### config.mk
export PLATFORM = sky130hd
export DESIGN_NAME = gray_seq_ctrl
export DESIGN_NICKNAME = d
export VERILOG_FILES = /design/src/rtl/gray_pkg.sv /design/src/rtl/gray_addr_cnt.sv /design/src/rtl/gray_seq_ctrl.sv
export SDC_FILE = /design/constraint.sdc
export NUM_CORES = 1
export LEC_CHECK = 0
export ABC_AREA = 0
export CORE_MARGIN = 2
export CORE_UTILIZATION = 47
export CTS_CLUSTER_DIAMETER = 150
export DETAILED_ROUTE_END_ITERATION = 8
export PLACE_DENSITY = 0.86
export SLEW_MARGIN = 40
export SYNTH_ARGS = -nofsm -noshare
export SYNTH_HDL_FRONTEND = slang
export SYNTH_SLANG_ARGS = --single-unit
### constraint.sdc
create_clock -name clk -period 14.1 [get_ports clk]
set_input_delay 1.41 -clock clk [delete_from_list [all_inputs] [get_ports clk]]
set_output_delay 1.41 -clock clk [all_outputs]
set_load 0.02 [all_outputs]
### src/rtl/gray_pkg.sv
// ============================================================================
// Module   : gray_pkg
// Purpose  : Shared types and constants for the grayscale sequencer:
//            FSM state encoding, default luma coefficients (IEEE-754
//            single precision) and channel index constants.
// Revision : 1.0 - initial release
// ============================================================================
`default_nettype none

package gray_pkg;

  localparam int STATE_W = 3;

  typedef enum logic [STATE_W-1:0] {
    S_IDLE = 3'd0,
    S_RD   = 3'd1,
    S_CVT  = 3'd2,
    S_MUL  = 3'd3,
    S_ACC  = 3'd4,
    S_OUT  = 3'd5,
    S_DONE = 3'd6
  } state_t;

  localparam logic [31:0] c_CR_DEF = 32'h3E991687;  // 0.299
  localparam logic [31:0] c_CG_DEF = 32'h3F1645A2;  // 0.587
  localparam logic [31:0] c_CB_DEF = 32'h3DE978D5;  // 0.114

  localparam logic [1:0] CH_R = 2'd0;
  localparam logic [1:0] CH_G = 2'd1;
  localparam logic [1:0] CH_B = 2'd2;

endpackage

`default_nettype wire

### src/rtl/gray_addr_cnt.sv
// ============================================================================
// Module   : gray_addr_cnt
// Purpose  : Pixel address counter with clear, increment and last flag.
//            Increment is ignored on the last address so it never wraps.
// Ports    : clk, rst (async, active high), i_clr, i_inc,
//            o_addr [ADDR_W-1:0], o_last (o_addr == NPIX-1)
// Revision : 1.0 - initial release
// ============================================================================
`default_nettype none

module gray_addr_cnt #(
  parameter int ADDR_W = 10,
  parameter int NPIX   = 1024
) (
  input  logic              clk,
  input  logic              rst,
  input  logic              i_clr,
  input  logic              i_inc,
  output logic [ADDR_W-1:0] o_addr,
  output logic              o_last
);

  localparam logic [ADDR_W-1:0] c_LAST = ADDR_W'(NPIX - 1);

  logic [ADDR_W-1:0] r_addr;
  logic              w_last;

  assign w_last = (r_addr == c_LAST);

  always_ff @(posedge clk or posedge rst) begin
    if (rst) begin
      r_addr <= '0;
    end else if (i_clr) begin
      r_addr <= '0;
    end else if (i_inc && !w_last) begin
      r_addr <= r_addr + 1'b1;
    end
  end

  assign o_addr = r_addr;
  assign o_last = w_last;

endmodule

`default_nettype wire

### src/rtl/gray_seq_ctrl.sv
// ============================================================================
// Module   : gray_seq_ctrl
// Purpose  : RGB-to-grayscale sequencer. Time-multiplexes one external
//            int_to_float, one mul_float and one adder across the R, G, B
//            channels, computing gray = CR*R + CG*G + CB*B per pixel and
//            presenting each result on a valid/ready port.
// Ports    : clk, rst (async, active high), start, abort, busy, done,
//            mem_addr, chan_sel, pix_in, itf_in/itf_out, mul_a/mul_b/mul_p,
//            add_a/add_b/add_s, out_valid, out_ready, out_data, out_addr,
//            stall_cnt (only with GRAY_STALL_CNT_EN)
// Options  : GRAY_STALL_CNT_EN - adds a saturating count of OUT cycles
//            with out_ready low, cleared on frame start.
// Revision : 1.0 - initial release
// ============================================================================
`default_nettype none

module gray_seq_ctrl
  import gray_pkg::*;
#(
  parameter int          ADDR_W = 10,
  parameter int          NPIX   = 1024,
  parameter logic [31:0] CR     = c_CR_DEF,
  parameter logic [31:0] CG     = c_CG_DEF,
  parameter logic [31:0] CB     = c_CB_DEF
) (
  input  logic              clk,
  input  logic              rst,
  input  logic              start,
  input  logic              abort,
  output logic              busy,
  output logic              done,
  output logic [ADDR_W-1:0] mem_addr,
  output logic [1:0]        chan_sel,
  input  logic [7:0]        pix_in,
  output logic [7:0]        itf_in,
  input  logic [31:0]       itf_out,
  output logic [31:0]       mul_a,
  output logic [31:0]       mul_b,
  input  logic [31:0]       mul_p,
  output logic [31:0]       add_a,
  output logic [31:0]       add_b,
  input  logic [31:0]       add_s,
  output logic              out_valid,
  input  logic              out_ready,
  output logic [31:0]       out_data,
  output logic [ADDR_W-1:0] out_addr
`ifdef GRAY_STALL_CNT_EN
  ,
  output logic [15:0]       stall_cnt
`endif
);

  state_t            r_state;
  state_t            w_next;
  logic [1:0]        r_chan;
  logic [7:0]        r_pix;
  logic [31:0]       r_flt;
  logic [31:0]       r_prod;
  logic [31:0]       r_acc;
  logic [31:0]       r_out_data;
  logic [ADDR_W-1:0] r_out_addr;

  logic [ADDR_W-1:0] w_addr;
  logic              w_last;
  logic              w_frame_go;
  logic              w_handshake;
  logic              w_addr_inc;
  logic [31:0]       w_coef;
  logic [31:0]       w_acc_next;

  // Frame start and OUT handshakes are both suppressed by abort.
  assign w_frame_go  = (r_state == S_IDLE) && start && !abort;
  assign w_handshake = (r_state == S_OUT) && out_ready && !abort;
  assign w_addr_inc  = w_handshake && !w_last;

  gray_addr_cnt #(
    .ADDR_W (ADDR_W),
    .NPIX   (NPIX)
  ) u_addr_cnt (
    .clk    (clk),
    .rst    (rst),
    .i_clr  (w_frame_go),
    .i_inc  (w_addr_inc),
    .o_addr (w_addr),
    .o_last (w_last)
  );

  always_comb begin
    case (r_chan)
      CH_R:    w_coef = CR;
      CH_G:    w_coef = CG;
      default: w_coef = CB;
    endcase
  end

  // Red channel seeds the accumulator directly, so the adder is bypassed.
  assign w_acc_next = (r_chan == CH_R) ? r_prod : add_s;

  // State register
  always_ff @(posedge clk or posedge rst) begin
    if (rst) begin
      r_state <= S_IDLE;
    end else begin
      r_state <= w_next;
    end
  end

  // Next state and shared-unit operand drive
  always_comb begin
    w_next = r_state;
    itf_in = 8'd0;
    mul_a  = 32'd0;
    mul_b  = 32'd0;
    add_a  = 32'd0;
    add_b  = 32'd0;
    case (r_state)
      S_IDLE: if (start) w_next = S_RD;
      S_RD:   w_next = S_CVT;
      S_CVT: begin
        itf_in = r_pix;
        w_next = S_MUL;
      end
      S_MUL: begin
        mul_a  = w_coef;
        mul_b  = r_flt;
        w_next = S_ACC;
      end
      S_ACC: begin
        if (r_chan != CH_R) begin
          add_a = r_prod;
          add_b = r_acc;
        end
        w_next = (r_chan == CH_B) ? S_OUT : S_RD;
      end
      S_OUT:  if (out_ready) w_next = w_last ? S_DONE : S_RD;
      S_DONE: w_next = S_IDLE;
      default: w_next = S_IDLE;
    endcase
    if (abort) w_next = S_IDLE;
  end

  // Datapath registers; an abort cycle leaves all of them untouched.
  always_ff @(posedge clk or posedge rst) begin
    if (rst) begin
      r_chan     <= CH_R;
      r_pix      <= 8'd0;
      r_flt      <= 32'd0;
      r_prod     <= 32'd0;
      r_acc      <= 32'd0;
      r_out_data <= 32'd0;
      r_out_addr <= '0;
    end else if (!abort) begin
      case (r_state)
        S_IDLE: if (start) r_chan <= CH_R;
        S_RD:   r_pix  <= pix_in;
        S_CVT:  r_flt  <= itf_out;
        S_MUL:  r_prod <= mul_p;
        S_ACC: begin
          r_acc <= w_acc_next;
          if (r_chan == CH_B) begin
            r_out_data <= w_acc_next;
            r_out_addr <= w_addr;
          end else begin
            r_chan <= r_chan + 2'd1;
          end
        end
        S_OUT:  if (out_ready && !w_last) r_chan <= CH_R;
        default: ;
      endcase
    end
  end

`ifdef GRAY_STALL_CNT_EN
  logic [15:0] r_stall_cnt;

  always_ff @(posedge clk or posedge rst) begin
    if (rst) begin
      r_stall_cnt <= 16'd0;
    end else if (w_frame_go) begin
      r_stall_cnt <= 16'd0;
    end else if ((r_state == S_OUT) && !out_ready && (r_stall_cnt != 16'hFFFF)) begin
      r_stall_cnt <= r_stall_cnt + 16'd1;
    end
  end

  assign stall_cnt = r_stall_cnt;
`endif

  assign busy      = (r_state != S_IDLE);
  assign done      = (r_state == S_DONE);
  assign out_valid = (r_state == S_OUT);
  assign mem_addr  = w_addr;
  assign chan_sel  = r_chan;
  assign out_data  = r_out_data;
  assign out_addr  = r_out_addr;

endmodule

`default_nettype wire

## Word-level counts from Yosys, hierarchy flattened

Cells that the tools add are included.

- Bits in registers: 161
- Input bits: 109
- Output and inout port bits: 193
- Logic and storage cells: 69

- $add $sub $neg: 2
- Equality and inequality tests: 14
- Muxes and demuxes: 21
- Bitwise gates (word level): 1
- Reductions and logical operators: 22

Operator list:

| operator | count |
|---|---|
| 32-bit 2-to-1 mux | 7 |
| 26-bit one-hot mux with 2 select lines | 1 |
| 10-bit 2-to-1 mux | 2 |
| 3-bit one-hot mux with 6 select lines | 1 |
| 3-bit 2-to-1 mux | 5 |
| 10-bit by 1-bit adder with 10-bit output, second input constant | 1 |
| 10-bit == test, second input constant | 1 |
| 2-bit AND reduction | 5 |
| 3-bit == test, second input constant | 3 |
| 8-bit 2-to-1 mux | 1 |
| 1-bit logical AND | 7 |
| 3-bit by 2-bit == test with 1-bit output, second input constant | 2 |
| 2-bit 2-to-1 mux | 3 |
| 2-bit one-hot mux with 3 select lines | 1 |
| 3-bit nonzero test | 2 |
| 5-bit AND reduction | 1 |
| 2-bit inequality test, second input constant | 2 |
| 2-bit nonzero test | 2 |
| 3-bit by 1-bit == test with 1-bit output, second input constant | 1 |
| 3-bit logical NOT | 1 |
| 3-bit by 2-bit inequality test with 1-bit output, second input constant | 1 |
| 3-bit inequality test, second input constant | 1 |
| 3-bit AND reduction | 1 |
| 2-bit by 1-bit adder with 2-bit output, second input constant | 1 |
| other kinds (6) | 7 |

## Longest topological paths before layout

Gate-level depths: netlist of the first run.

- Depth after elaboration: 7
- Depth in mapped cells: 7
- Gate-level depth less buffers: 6

## Hierarchy

From an unflattened synthesis of the first run, not the netlist that was laid out.

- Cells, all modules: 693
- Area total of the unflattened synthesis: 7724.9 um^2

Modules (own cells, without submodules):

| module | times used | cells each | area an instance (um^2) | sequential area each (um^2) |
|---|---|---|---|---|
| gray_seq_ctrl | 1 | 627 | 7089.3 | 3778.6 |
| gray_addr_cnt | 1 | 66 | 635.6 | 250.2 |

## Worst setup path after synthesis of the first run

No wires, ideal clock.

- Path type: register -> output
- Start: register r_chan[0], in the netlist chan_sel[0]
- End: output port mul_a[11]
- Arrival time: 2315 ps
- Data required time: 12690 ps
- Setup slack: 10375 ps
- Stages on the path, launching flop included: 7
- Buffers on the path: 3
- Path through: dfrtp_1 > inv_1 > ha_1 > buf_2 > buf_1 > nor3_1 > buf_4

- Longest elaborated chain between the ends: 3
- Elaborated cells on any way between the ends: 4
- Those cells by class: 1 x eq/ne; 2 x mux; 1 x reduce/logical

Ends and longest elaborated chain:

| element | RTL line | RTL |
|---|---|---|
| start, declared | gray_seq_ctrl.sv:55 | `logic [1:0] r_chan;` |
| start signal, assigned | gray_seq_ctrl.sv:164 | `r_chan <= r_chan + 2'd1;` |
| 2-bit by 1-bit == test with 1-bit output or 2-bit logical NOT (tied branches) | gray_seq_ctrl.sv:89 | `case (r_chan)` |
| 26-bit one-hot mux with 2 select lines * | gray_seq_ctrl.sv:89 |  |
| 32-bit 2-to-1 mux * | gray_seq_ctrl.sv:116 | `case (r_state)` |
| end, declared | gray_seq_ctrl.sv:37 | `output logic [31:0] mul_a,` |

Mark *: on every way between the ends. The rest lies on a longest branch, timed or not.

## Final worst setup path of the first run

- Start: register r_state[2]
- End: output port add_b[29]

- Longest elaborated chain between the ends: 2

Ends and longest elaborated chain:

| element | RTL line | RTL |
|---|---|---|
| start, declared | gray_seq_ctrl.sv:53 | `state_t r_state;` |
| start signal, assigned | gray_seq_ctrl.sv:104 | `r_state <= w_next;` |
| 3-bit == test | gray_seq_ctrl.sv:116 |  |
| 32-bit 2-to-1 mux | gray_seq_ctrl.sv:116 |  |
| end, declared | gray_seq_ctrl.sv:41 | `output logic [31:0] add_b,` |

Every way passes these cells.

==> load_flow_metrics.sql, run 1 <==
INSERT INTO impl_metrics (metric_group, metric, value, unit) VALUES
('timing', 'min_period', '4.52', 'ns'),
('synth', 'post-synth-top-area-fraction', '53.5', '%'),
('grt', 'use_met2', '37.4', '%'),
('grt', 'grt_use_total', '22.8', '%'),
('floorplan', 'initial_standard_cell_utilization_of_the_core', '47.7', '%'),
('floorplan', 'fp.dieW', '131', 'um'),
('synth', 'synth-edff-count', '0', ''),
('critical_path', 'timing.critical_path.max_delay_family', 'buffers and inverters', ''),
('placement', 'routabilityCongestion', '0.867', ''),
('timing', 'worst_slew_pin_slew', '0.764', 'ns'),
('timing', 'fin_skew', '0.00805', 'ns'),
('timing', 'achievable-frequency', '221', 'MHz'),
('clock_tree', 'tritoncts', 'yes', ''),
('synth', 'synth_ff_type', 'sky130_fd_sc_hd__dfrtp_1', ''),
('synth', 'post_synthesis_mean_instance_area', '11.1', 'sq um'),
('synth', 'count_of_distinct_cell_types_in_the_synthesized_netlist', '48', ''),
('finish', 'layout-drive-gt1-share', '14.7', '%'),
('placement', 'portBuffers', '297', ''),
('timing', 'final_min_period_over_clock_period', '32.1', '%'),
('grt', 'grt_antenna_before_repair', '0', ''),
('clock_tree', 'root_buffer', 'sky130_fd_sc_hd__clkbuf_16', ''),
('timing', 'finalHoldWorstSlack', '0.482', 'ns'),
('synth', 'post_synthesis_instance_area', '7530', 'sq um'),
('drt', 'via_per_inst', '5.08', ''),
('timing', 'final_hold_viol_count', '0', ''),
('run_status', 'run_status', 'finished clean', ''),
('critical_path', 'path_buf_inv', '2', ''),
('placement', 'hpwl', '13.8', 'mm'),
('floorplan', 'die-area', '17000', 'sq um'),
('flow_run', 'timing.max_cap.violations', '0', ''),
('drt', 'drc', '0', ''),
('critical_path', 'max_stage_delay', '0.66', 'ns'),
('grt', 'use_met1', '28.6', '%'),
('grt', 'first_pass_grt_wire_length', '30.0', 'mm'),
('critical_path', 'critPathLaunchType', 'register', ''),
('critical_path', 'timing_worst_setup_path_type', 'register to output port', ''),
('finish', 'final_net_count', '1057', ''),
('power', 'vdd_drop_max', '0.0746', 'mV'),
('timing', 'finalMaxSlewViolations', '0', ''),
('clock_tree', 'clk_transition_reported_paths', '0.06', 'ns'),
('clock_tree', 'cts.repair.resized', '0', ''),
('clock_tree', 'cts_setup_buffers', '0', ''),
('synth', 'ys_seq_elements', '161', ''),
('drt', 'routed_len_inst', '16.7', 'um'),
('clock_tree', 'clock_sinks', '161', ''),
('drt', 'vias', '5955', ''),
('clock_tree', 'cts_max_level', '4', ''),
('critical_path', 'timing.critical_path.fanout_max', '64', ''),
('timing', 'timing.final.setup_violations', '0', ''),
('synth', 'part_of_the_yosys_area_used_for_sequential_elements', '53.5', '%'),
('clock_tree', 'cts_inserted_buffers', '17', ''),
('synth', 'postSynth.asyncResetShare', '100', '%'),
('synth', 'post_synth_main_area_contributors', 'sky130_fd_sc_hd__dfrtp_1, sky130_fd_sc_hd__mux2_2, sky130_fd_sc_hd__and2_1, sky130_fd_sc_hd__a21oi_1, sky130_fd_sc_hd__mux2i_1', ''),
('power', 'power_leakage', '4.89', 'nW'),
('synth', 'synthesized_netlist_cell_count', '680', ''),
('critical_path', 'crit_slowest_cell', 'sky130_fd_sc_hd__dfrtp_1', ''),
('synth', 'post-synth-top-area-cell', 'sky130_fd_sc_hd__dfrtp_1', ''),
('floorplan', 'floorplan_core_area', '15800', 'sq um'),
('timing', 'rsz0062_at_grt', 'false', ''),
('drt', 'drt.antenna.violating_nets', '0', ''),
('floorplan', 'io_pins', '302', ''),
('clock_tree', 'hold_buf_count_cts', '0', ''),
('grt', 'globalRouteMet3Util', '6.47', '%'),
('timing', 'tns_setup', '0', 'ns'),
('synth', 'synth.yosys.warnings', '0', ''),
('critical_path', 'arr_time_crit_path', '3.11', 'ns'),
('clock_tree', 'clock_latency', '0.42', 'ns'),
('synth', 'synth_most_common_cell', 'sky130_fd_sc_hd__dfrtp_1', ''),
('timing', 'max_slew_margin', '49.1', '%'),
('drt', 'first_iter_violations', '235', ''),
('synth', 'synth.cells.most_frequent', 'sky130_fd_sc_hd__dfrtp_1, sky130_fd_sc_hd__and2_1, sky130_fd_sc_hd__mux2_2', '');
[cell usage in the layout (no fill, tap or decap), drive strengths merged, types with 3 or more instances in the layout]
cell	count
dfrtp	161
inv	10
nor2	75
o31ai	5
mux2i	34
nor3	7
nand3	6
clkbuf	22
o21ai	3
clkinvlp	6
nand2	10
ha	4
and2	108
buf	9
or4	4
a21oi	71
mux2	82
clkdlybuf4s50	297
nor2b	3
conb	4
nand4	4
[final timing paths]
check | start | endpoint | slack [ns] | depth (start not counted)
min | r_flt[23]$_DFFE_PP0P_ | r_flt[23]$_DFFE_PP0P_ | 0.48 | 1
min in group asynchronous | rst | r_flt[8]$_DFFE_PP0P_ | 1.47 | 2
max reg2reg | r_state[2]$_DFFE_PP0P_ | out_addr[0]$_DFFE_PP0P_ | 11.21 | 5
max | r_state[2]$_DFFE_PP0P_ | add_b[29] | 9.58 | 5
min reg2reg | r_flt[23]$_DFFE_PP0P_ | r_flt[23]$_DFFE_PP0P_ | 0.48 | 1
max in group asynchronous | rst | r_flt[17]$_DFFE_PP0P_ | 11.49 | 3
[routing by layer]
layer,wire length (um),part of all wire [%],vias to the layer above
met5,0,0,-
met4,539,2.7,0
met3,1390,7.1,41
met2,9550,49,215
met1,8160,42,2883
li1,-,-,2816
[logic make-up (layout without fill, tap and decap cells)]
family / after synthesis / in the layout / synth area share, %
other: 1 / 4 / 0.0498
multiplexers: 116 / 116 / 16.8
buffers and inverters: 73 / 347 / 5.37
AO/OA/AOI/OAI: 91 / 91 / 6.58
AND/OR/NAND/NOR: 234 / 234 / 17.0
adder cells (fa/ha/maj): 4 / 4 / 0.665
flip-flops: 161 / 161 / 53.5
[power by group]
group | total, mW | switching (mW) | internal (mW)
Sequential | 0.626 | 0.0568 | 0.569
Clock | 0.456 | 0.188 | 0.268
Combinational | 0.218 | 0.0899 | 0.128
Total | 1.30 | 0.335 | 0.965
[metrics by stage]
stage               utilization (%)  worst slack [ns]  instance area, sq um  total power, mW  cells
floorplan                         -              8.34                  7540            0.766    683
global placement               66.6              9.86                 10500            0.840   1139
detailed placement             66.9              9.80                 10500            0.855   1141
CTS                            70.7              9.56                 11100             1.31   1173
global route                   70.7              9.41                 11200             1.36   1173
finish                         70.7              9.58                 11200             1.30   1173
[flip-flops by register name (all words and copies together), names as in the netlist]
name	count
r_acc	32
out_data	32
r_prod	32
r_pix	8
r_state	3
chan_sel	2
r_flt	32
out_addr	10
u_addr_cnt.o_addr	10
[final cells by class]
class | instances | area [sq um]
inverters | 9 | 41.3
clock buffers | 22 | 494
well taps | 216 | 270
repair buffers | 306 | 3070
fillers | 1184 | 4620
flip-flops and latches | 161 | 4030
multi-input cells | 449 | 3150
clock inverters | 10 | 101
Power figures use the tool's default switching activity.
==> run 2, diff against run 1 <==
--- a/config.mk
+++ b/config.mk
@@ -7,10 +7,10 @@
 export LEC_CHECK = 0
 export ABC_AREA = 0
 export CORE_MARGIN = 2
-export CORE_UTILIZATION = 47
+export CORE_UTILIZATION = 40
 export CTS_CLUSTER_DIAMETER = 150
 export DETAILED_ROUTE_END_ITERATION = 8
-export PLACE_DENSITY = 0.86
+export PLACE_DENSITY = 0.78
 export SLEW_MARGIN = 40
 export SYNTH_ARGS = -nofsm -noshare
 export SYNTH_HDL_FRONTEND = slang
==> constraint.sdc (replaced) <==
create_clock -name clk -period 4.1 [get_ports clk]
set_input_delay 0.41 -clock clk [delete_from_list [all_inputs] [get_ports clk]]
set_output_delay 0.41 -clock clk [all_outputs]
set_load 0.02 [all_outputs]
==> load_flow_metrics.sql, run 2 (synthesized netlist as in run 1, its figures left out) <==
INSERT INTO impl_metrics (metric_group, metric, value, unit) VALUES
('critical_path', 'reg2regPathDepth', '4', ''),
('floorplan', 'placement_rows', '50', ''),
('placement', 'routabilityCongestion', '0.807', ''),
('critical_path', 'worstReg2RegStart', 'r_state[0]$_DFFE_PP0P_', ''),
('critical_path', 'critPathLaunch', 'r_state[2]$_DFFE_PP0P_', ''),
('finish', 'layout-drive-gt1-share', '14.4', '%'),
('critical_path', 'ff2ff_setup_slack', '1.59', 'ns'),
('finish', 'layout.cells.most_common', 'sky130_fd_sc_hd__clkdlybuf4s50_1', ''),
('timing', 'max_slew_margin', '47.7', '%'),
('floorplan', 'io_pins', '302', ''),
('drt', 'routed_len_inst', '16.9', 'um'),
('floorplan', 'initial_standard_cell_utilization_of_the_core', '40.5', '%'),
('min_path', 'hold_wc_path_type', 'primary input to async pin', ''),
('clock_tree', 'cts.repair.resized', '0', ''),
('run_status', 'run_status', 'finished clean', ''),
('drt', 'route.final.wire_length', '20.1', 'mm'),
('timing', 'rsz0062_at_grt', 'false', ''),
('placement', 'portBuffers', '297', ''),
('finish', 'insertedDiodeCount', '0', ''),
('clock_tree', 'tritoncts', 'yes', ''),
('placement', 'hpwl', '14.5', 'mm'),
('drt', 'vias', '5843', ''),
('drt', 'drc', '0', ''),
('critical_path', 'arr_time_crit_path', '3.31', 'ns'),
('clock_tree', 'root_buffer', 'sky130_fd_sc_hd__clkbuf_16', ''),
('clock_tree', 'cts.path.max_buffers', '2', ''),
('critical_path', 'timing.critical_path.fanout_max', '41', ''),
('timing', 'worst_slew_pin_slew', '0.783', 'ns'),
('power', 'vdd_drop_max', '0.275', 'mV'),
('clock_tree', 'hold_buf_count_cts', '0', ''),
('power', 'power_leakage', '4.91', 'nW'),
('finish', 'layout_common_cells', 'sky130_fd_sc_hd__clkdlybuf4s50_1, sky130_fd_sc_hd__dfrtp_1, sky130_fd_sc_hd__and2_1', ''),
('floorplan', 'fp.dieW', '141', 'um'),
('timing', 'tns_setup', '0', 'ns'),
('drt', 'first_iter_violations', '229', ''),
('floorplan', 'floorplan_core_area', '18600', 'sq um'),
('grt', 'maximum_number_of_pins_on_one_net_before_global_route_repair', '95', ''),
('critical_path', 'timing_worst_setup_path_type', 'register to output port', ''),
('timing', 'final_hold_viol_count', '0', ''),
('floorplan', 'die_height', '141', 'um'),
('critical_path', 'cp-end-kind', 'output port', ''),
('clock_tree', 'cts_setup_buffers', '0', ''),
('critical_path', 'cp-endpoint', 'add_b[18]', ''),
('drt', 'first_drt_pass_iteration_count', '5', ''),
('grt', 'grt_pass1_vias', '5879', ''),
('placement', 'dp.cells', '1160', ''),
('timing', 'timing.final.setup_violations', '0', ''),
('grt', 'first_pass_grt_wire_length', '31.6', 'mm'),
('finish', 'fillers', '1561', ''),
('timing', 'fin_skew', '0.00741', 'ns'),
('finish', 'stdcell_count', '1192', ''),
('drt', 'drt.antenna.violating_nets', '0', ''),
('clock_tree', 'clock_latency', '0.41', 'ns'),
('timing', 'achievable-frequency', '269', 'MHz'),
('critical_path', 'critPathLaunchType', 'register', ''),
('timing', 'finalMaxSlewViolations', '0', ''),
('critical_path', 'r2r_end', 'r_prod[18]$_DFFE_PP0P_', ''),
('finish', 'areaGrowthSynthToFinish', '48.5', '%'),
('timing', 'min_period', '3.72', 'ns'),
('flow_run', 'timing.max_cap.violations', '0', ''),
('grt', 'grt_antenna_before_repair', '1', ''),
('critical_path', 'worst-endpoint-required', '3.69', 'ns'),
('drt', 'via_per_inst', '4.90', ''),
('clock_tree', 'clk_transition_reported_paths', '0.06', 'ns'),
('clock_tree', 'clock_sinks', '161', ''),
('clock_tree', 'cts_inserted_buffers', '17', ''),
('finish', 'final_net_count', '1058', ''),
('grt', 'grt_use_total', '20.2', '%'),
('floorplan', 'die-area', '19900', 'sq um'),
('timing', 'final_min_period_over_clock_period', '90.7', '%'),
('clock_tree', 'cts_max_level', '4', ''),
('power', 'power_density', '401', 'nW/um^2'),
('grt', 'residual_overflow_from_global_routing', '0', '');
## run 2: worst min path at each step
stage                     startpoint                    end  slack, ns  cells after the start
3_3_place_gp   r_flt[23]$_DFFE_PP0P_  r_flt[23]$_DFFE_PP0P_       0.46                      1
4_1_cts                          rst   r_flt[3]$_DFFE_PP0P_       0.45                      3
3_5_place_dp   r_flt[23]$_DFFE_PP0P_  r_flt[23]$_DFFE_PP0P_       0.47                      1
2_1_floorplan  r_flt[23]$_DFFE_PP0P_  r_flt[23]$_DFFE_PP0P_       0.45                      1
6_report                         rst   r_flt[3]$_DFFE_PP0P_       0.45                      3
5_1_grt                          rst   r_flt[3]$_DFFE_PP0P_       0.47                      3
## run 2: where the power goes
part | switching [mW] | internal, mW | total (mW)
Combinational | 0.302 | 0.443 | 0.745
Clock | 0.643 | 0.920 | 1.56
Sequential | 0.216 | 1.96 | 2.17
## run 2: metrics by stage
stage          hold WS, ns  util (%)  area (sq um)  worst slack [ns]  power, mW
2_1_floorplan        0.449         -          7540              1.37       2.64
3_3_place_gp         0.460      56.8         10600             0.954       2.92
3_5_place_dp         0.469      57.0         10600             0.806       2.96
4_1_cts              0.455      60.1         11200             0.352       4.53
5_1_grt              0.470      60.2         11200             0.184       4.73
6_report             0.448      60.2         11200             0.383       4.48
## run 2: layout make-up
cell class | instances | area (sq um) | area share (%)
clock buffers | 21 | 450 | 4.03
multi-input cells | 449 | 3150 | 28.2
well taps | 234 | 293 | 2.62
repair buffers | 307 | 3090 | 27.7
inverters | 9 | 37.5 | 0.336
flip-flops and latches | 161 | 4030 | 36.0
clock inverters | 11 | 129 | 1.15
## run 2: worst max-delay path, stage by stage, from the launching register on
cell and delay (ns):
sky130_fd_sc_hd__dfrtp_1 0.66, sky130_fd_sc_hd__or3b_2 0.57, sky130_fd_sc_hd__nor2_4 0.40, sky130_fd_sc_hd__buf_4 0.43, sky130_fd_sc_hd__and2_1 0.19, sky130_fd_sc_hd__clkdlybuf4s50_1 0.61
## run 2: per-layer routing
metal	global-route usage, %	wire length [um]	up-vias
met2	34.0	9880	184
met4	6.63	454	0
met5	0	0	-
met1	25.5	8660	2812
met3	5.26	1130	33
li1	-	-	2814
==> run 3, diff against run 2 <==
--- a/config.mk
+++ b/config.mk
@@ -6,7 +6,7 @@
 export NUM_CORES = 1
 export LEC_CHECK = 0
 export ABC_AREA = 0
-export CORE_MARGIN = 2
+export CORE_MARGIN = 1
 export CORE_UTILIZATION = 40
 export CTS_CLUSTER_DIAMETER = 150
 export DETAILED_ROUTE_END_ITERATION = 8
==> load_flow_metrics.sql, run 3 (synthesized netlist as in run 1, its figures left out) <==
INSERT INTO impl_metrics (metric_group, metric, value, unit) VALUES
('critical_path', 'cp_cell_sequence', 'or3b_2, nor2_4, buf_4, and2_1, clkdlybuf4s50_1', ''),
('timing', 'fin_skew', '0.0123', 'ns'),
('drt', 'via_per_inst', '4.92', ''),
('critical_path', 'max_stage_delay', '0.67', 'ns'),
('clock_tree', 'root_buffer', 'sky130_fd_sc_hd__clkbuf_16', ''),
('drt', 'dr_wl_met3', '1.21', 'mm'),
('timing', 'min_period', '3.48', 'ns'),
('critical_path', 'critPathLaunchType', 'register', ''),
('timing', 'worst_slew_pin_slew', '0.764', 'ns'),
('floorplan', 'die_height', '139', 'um'),
('finish', 'layout_common_cells', 'sky130_fd_sc_hd__clkdlybuf4s50_1, sky130_fd_sc_hd__dfrtp_1, sky130_fd_sc_hd__and2_1', ''),
('timing', 'achievable-frequency', '287', 'MHz'),
('critical_path', 'timing.critical_path.fanout_max', '64', ''),
('timing', 'finalMaxSlewViolations', '0', ''),
('grt', 'residual_overflow_from_global_routing', '0', ''),
('critical_path', 'arr_time_crit_path', '3.07', 'ns'),
('critical_path', 'cp-end-kind', 'output port', ''),
('floorplan', 'floorplan_core_area', '18200', 'sq um'),
('timing', 'finalHoldWorstSlack', '0.449', 'ns'),
('floorplan', 'placement_rows', '49', ''),
('drt', 'vias', '5828', ''),
('clock_tree', 'cts_max_level', '4', ''),
('drt', 'first_iter_violations', '250', ''),
('placement', 'routabilityCongestion', '0.824', ''),
('critical_path', 'timing_worst_setup_path_type', 'register to output port', ''),
('clock_tree', 'tritoncts', 'yes', ''),
('run_status', 'run_status', 'finished, violations left', ''),
('finish', 'layout-drive-gt1-share', '14.4', '%'),
('placement', 'hpwl', '14.2', 'mm'),
('min_path', 'hold_wc_path_type', 'primary input to async pin', ''),
('drt', 'route.final.wire_length', '20.1', 'mm'),
('clock_tree', 'cts_inserted_buffers', '17', ''),
('timing', 'max_slew_margin', '48.9', '%'),
('drt', 'drc', '16', ''),
('critical_path', 'worst-endpoint-required', '3.69', 'ns'),
('clock_tree', 'clock_sinks', '161', ''),
('finish', 'layout.cells.most_common', 'sky130_fd_sc_hd__clkdlybuf4s50_1', ''),
('grt', 'first_pass_grt_wire_length', '32.3', 'mm'),
('run_status', 'failing_checks', 'design-rule violations', ''),
('flow_run', 'timing.max_cap.violations', '0', ''),
('clock_tree', 'cts.path.max_buffers', '2', ''),
('floorplan', 'fp.dieW', '139', 'um'),
('grt', 'grt_antenna_before_repair', '0', ''),
('drt', 'first_drt_pass_iteration_count', '8', ''),
('critical_path', 'timing.critical_path.max_delay_family', 'buffers and inverters', ''),
('clock_tree', 'clk_transition_reported_paths', '0.06', 'ns'),
('finish', 'fillers', '1482', ''),
('timing', 'final_min_period_over_clock_period', '84.9', '%'),
('clock_tree', 'hold_buf_count_cts', '0', ''),
('floorplan', 'die-area', '19400', 'sq um'),
('placement', 'portBuffers', '297', ''),
('clock_tree', 'cts.repair.resized', '0', ''),
('grt', 'grt_pass1_vias', '6000', ''),
('power', 'vdd_drop_max', '0.277', 'mV'),
('drt', 'wirelength_met1', '8.59', 'mm'),
('power', 'power_leakage', '4.94', 'nW'),
('timing', 'timing.final.setup_violations', '0', ''),
('timing', 'rsz0062_at_grt', 'false', ''),
('critical_path', 'crit_slowest_cell', 'sky130_fd_sc_hd__dfrtp_1', ''),
('floorplan', 'initial_standard_cell_utilization_of_the_core', '41.3', '%'),
('critical_path', 'path_buf_inv', '2', ''),
('grt', 'grt_use_total', '21.4', '%'),
('timing', 'final_hold_viol_count', '0', ''),
('drt', 'met2WireLength', '10.1', 'mm'),
('finish', 'insertedDiodeCount', '0', ''),
('clock_tree', 'cts_setup_buffers', '0', ''),
('drt', 'drt.antenna.violating_nets', '0', ''),
('finish', 'final_net_count', '1058', ''),
('finish', 'areaGrowthSynthToFinish', '49.3', '%'),
('drt', 'routed_len_inst', '17.0', 'um'),
('grt', 'maximum_number_of_pins_on_one_net_before_global_route_repair', '85', ''),
('power', 'power_density', '414', 'nW/um^2'),
('timing', 'tns_setup', '0', 'ns'),
('clock_tree', 'clock_latency', '0.42', 'ns'),
('drt', 'maxUsedRoutingLayer', 'met4', ''),
('floorplan', 'io_pins', '302', '');
run 3: cell count changes in the layout (fill, tap and decap cells not counted):
cell / change
sky130_fd_sc_hd__and2_4: -1
sky130_fd_sc_hd__nor3_2: -1
sky130_fd_sc_hd__bufinv_16: +3
sky130_fd_sc_hd__clkinv_4: +3
sky130_fd_sc_hd__clkinv_2: -1
sky130_fd_sc_hd__clkbuf_1: -3
sky130_fd_sc_hd__and2_2: +1
sky130_fd_sc_hd__clkinvlp_4: -2
sky130_fd_sc_hd__nor3_1: +1
sky130_fd_sc_hd__inv_6: -2
run 3: report_power, final:
part           switching, mW  internal [mW]
clock network          0.641           1.10
logic                  0.302          0.443
registers              0.212           1.96
total                   1.16           3.50
run 3: path summary, 6_finish.rpt:
path                       depth (start not counted)                        to  slack [ns]                   start
min in group clk                                   1     r_flt[27]$_DFFE_PP0P_        0.50   r_flt[27]$_DFFE_PP0P_
setup reg to reg                                   4    r_prod[15]$_DFFE_PP0P_        1.51  r_state[0]$_DFFE_PP0P_
hold reg to reg                                    1     r_flt[27]$_DFFE_PP0P_        0.50   r_flt[27]$_DFFE_PP0P_
setup / recovery                                   5                 add_b[28]        0.62  r_state[2]$_DFFE_PP0P_
hold / removal                                     3      r_flt[9]$_DFFE_PP0P_        0.45                     rst
max in group asynchronous                          4  out_data[26]$_DFFE_PP0P_        2.90                     rst
run 3: area by class of cell:
type,count,area (sq um),area share [%]
flip-flops and latches,161,4030,35.9
well taps,229,287,2.55
repair buffers,307,3090,27.5
multi-input cells,449,3140,28.0
inverters,9,37.5,0.334
clock inverters,12,208,1.85
clock buffers,18,439,3.91
run 3: tightest hold or removal path: stages:
cell                              delay, ns
sky130_fd_sc_hd__clkdlybuf4s50_1       0.44
sky130_fd_sc_hd__clkinvlp_4            0.10
sky130_fd_sc_hd__buf_12                0.32
run 3: through the flow:
stage	cells	util (%)	power (mW)	worst slack, ns	cell area (sq um)
after global placement	1154	58.0	2.91	1.12	10600
after floorplan	683	-	2.64	1.37	7540
after detailed placement	1155	58.1	2.95	1.05	10600
final	1185	61.7	4.65	0.618	11200
after CTS	1185	61.7	4.71	0.584	11200
after global routing	1185	61.7	4.89	0.431	11200
run 3: routing by layer:
metal  global-route usage, %  vias to the layer above
met1                    26.8                     2823
met3                    4.97                       20
met2                    36.3                      174
met5                       0                        -
met4                    7.13                        0
li1                        -                     2811
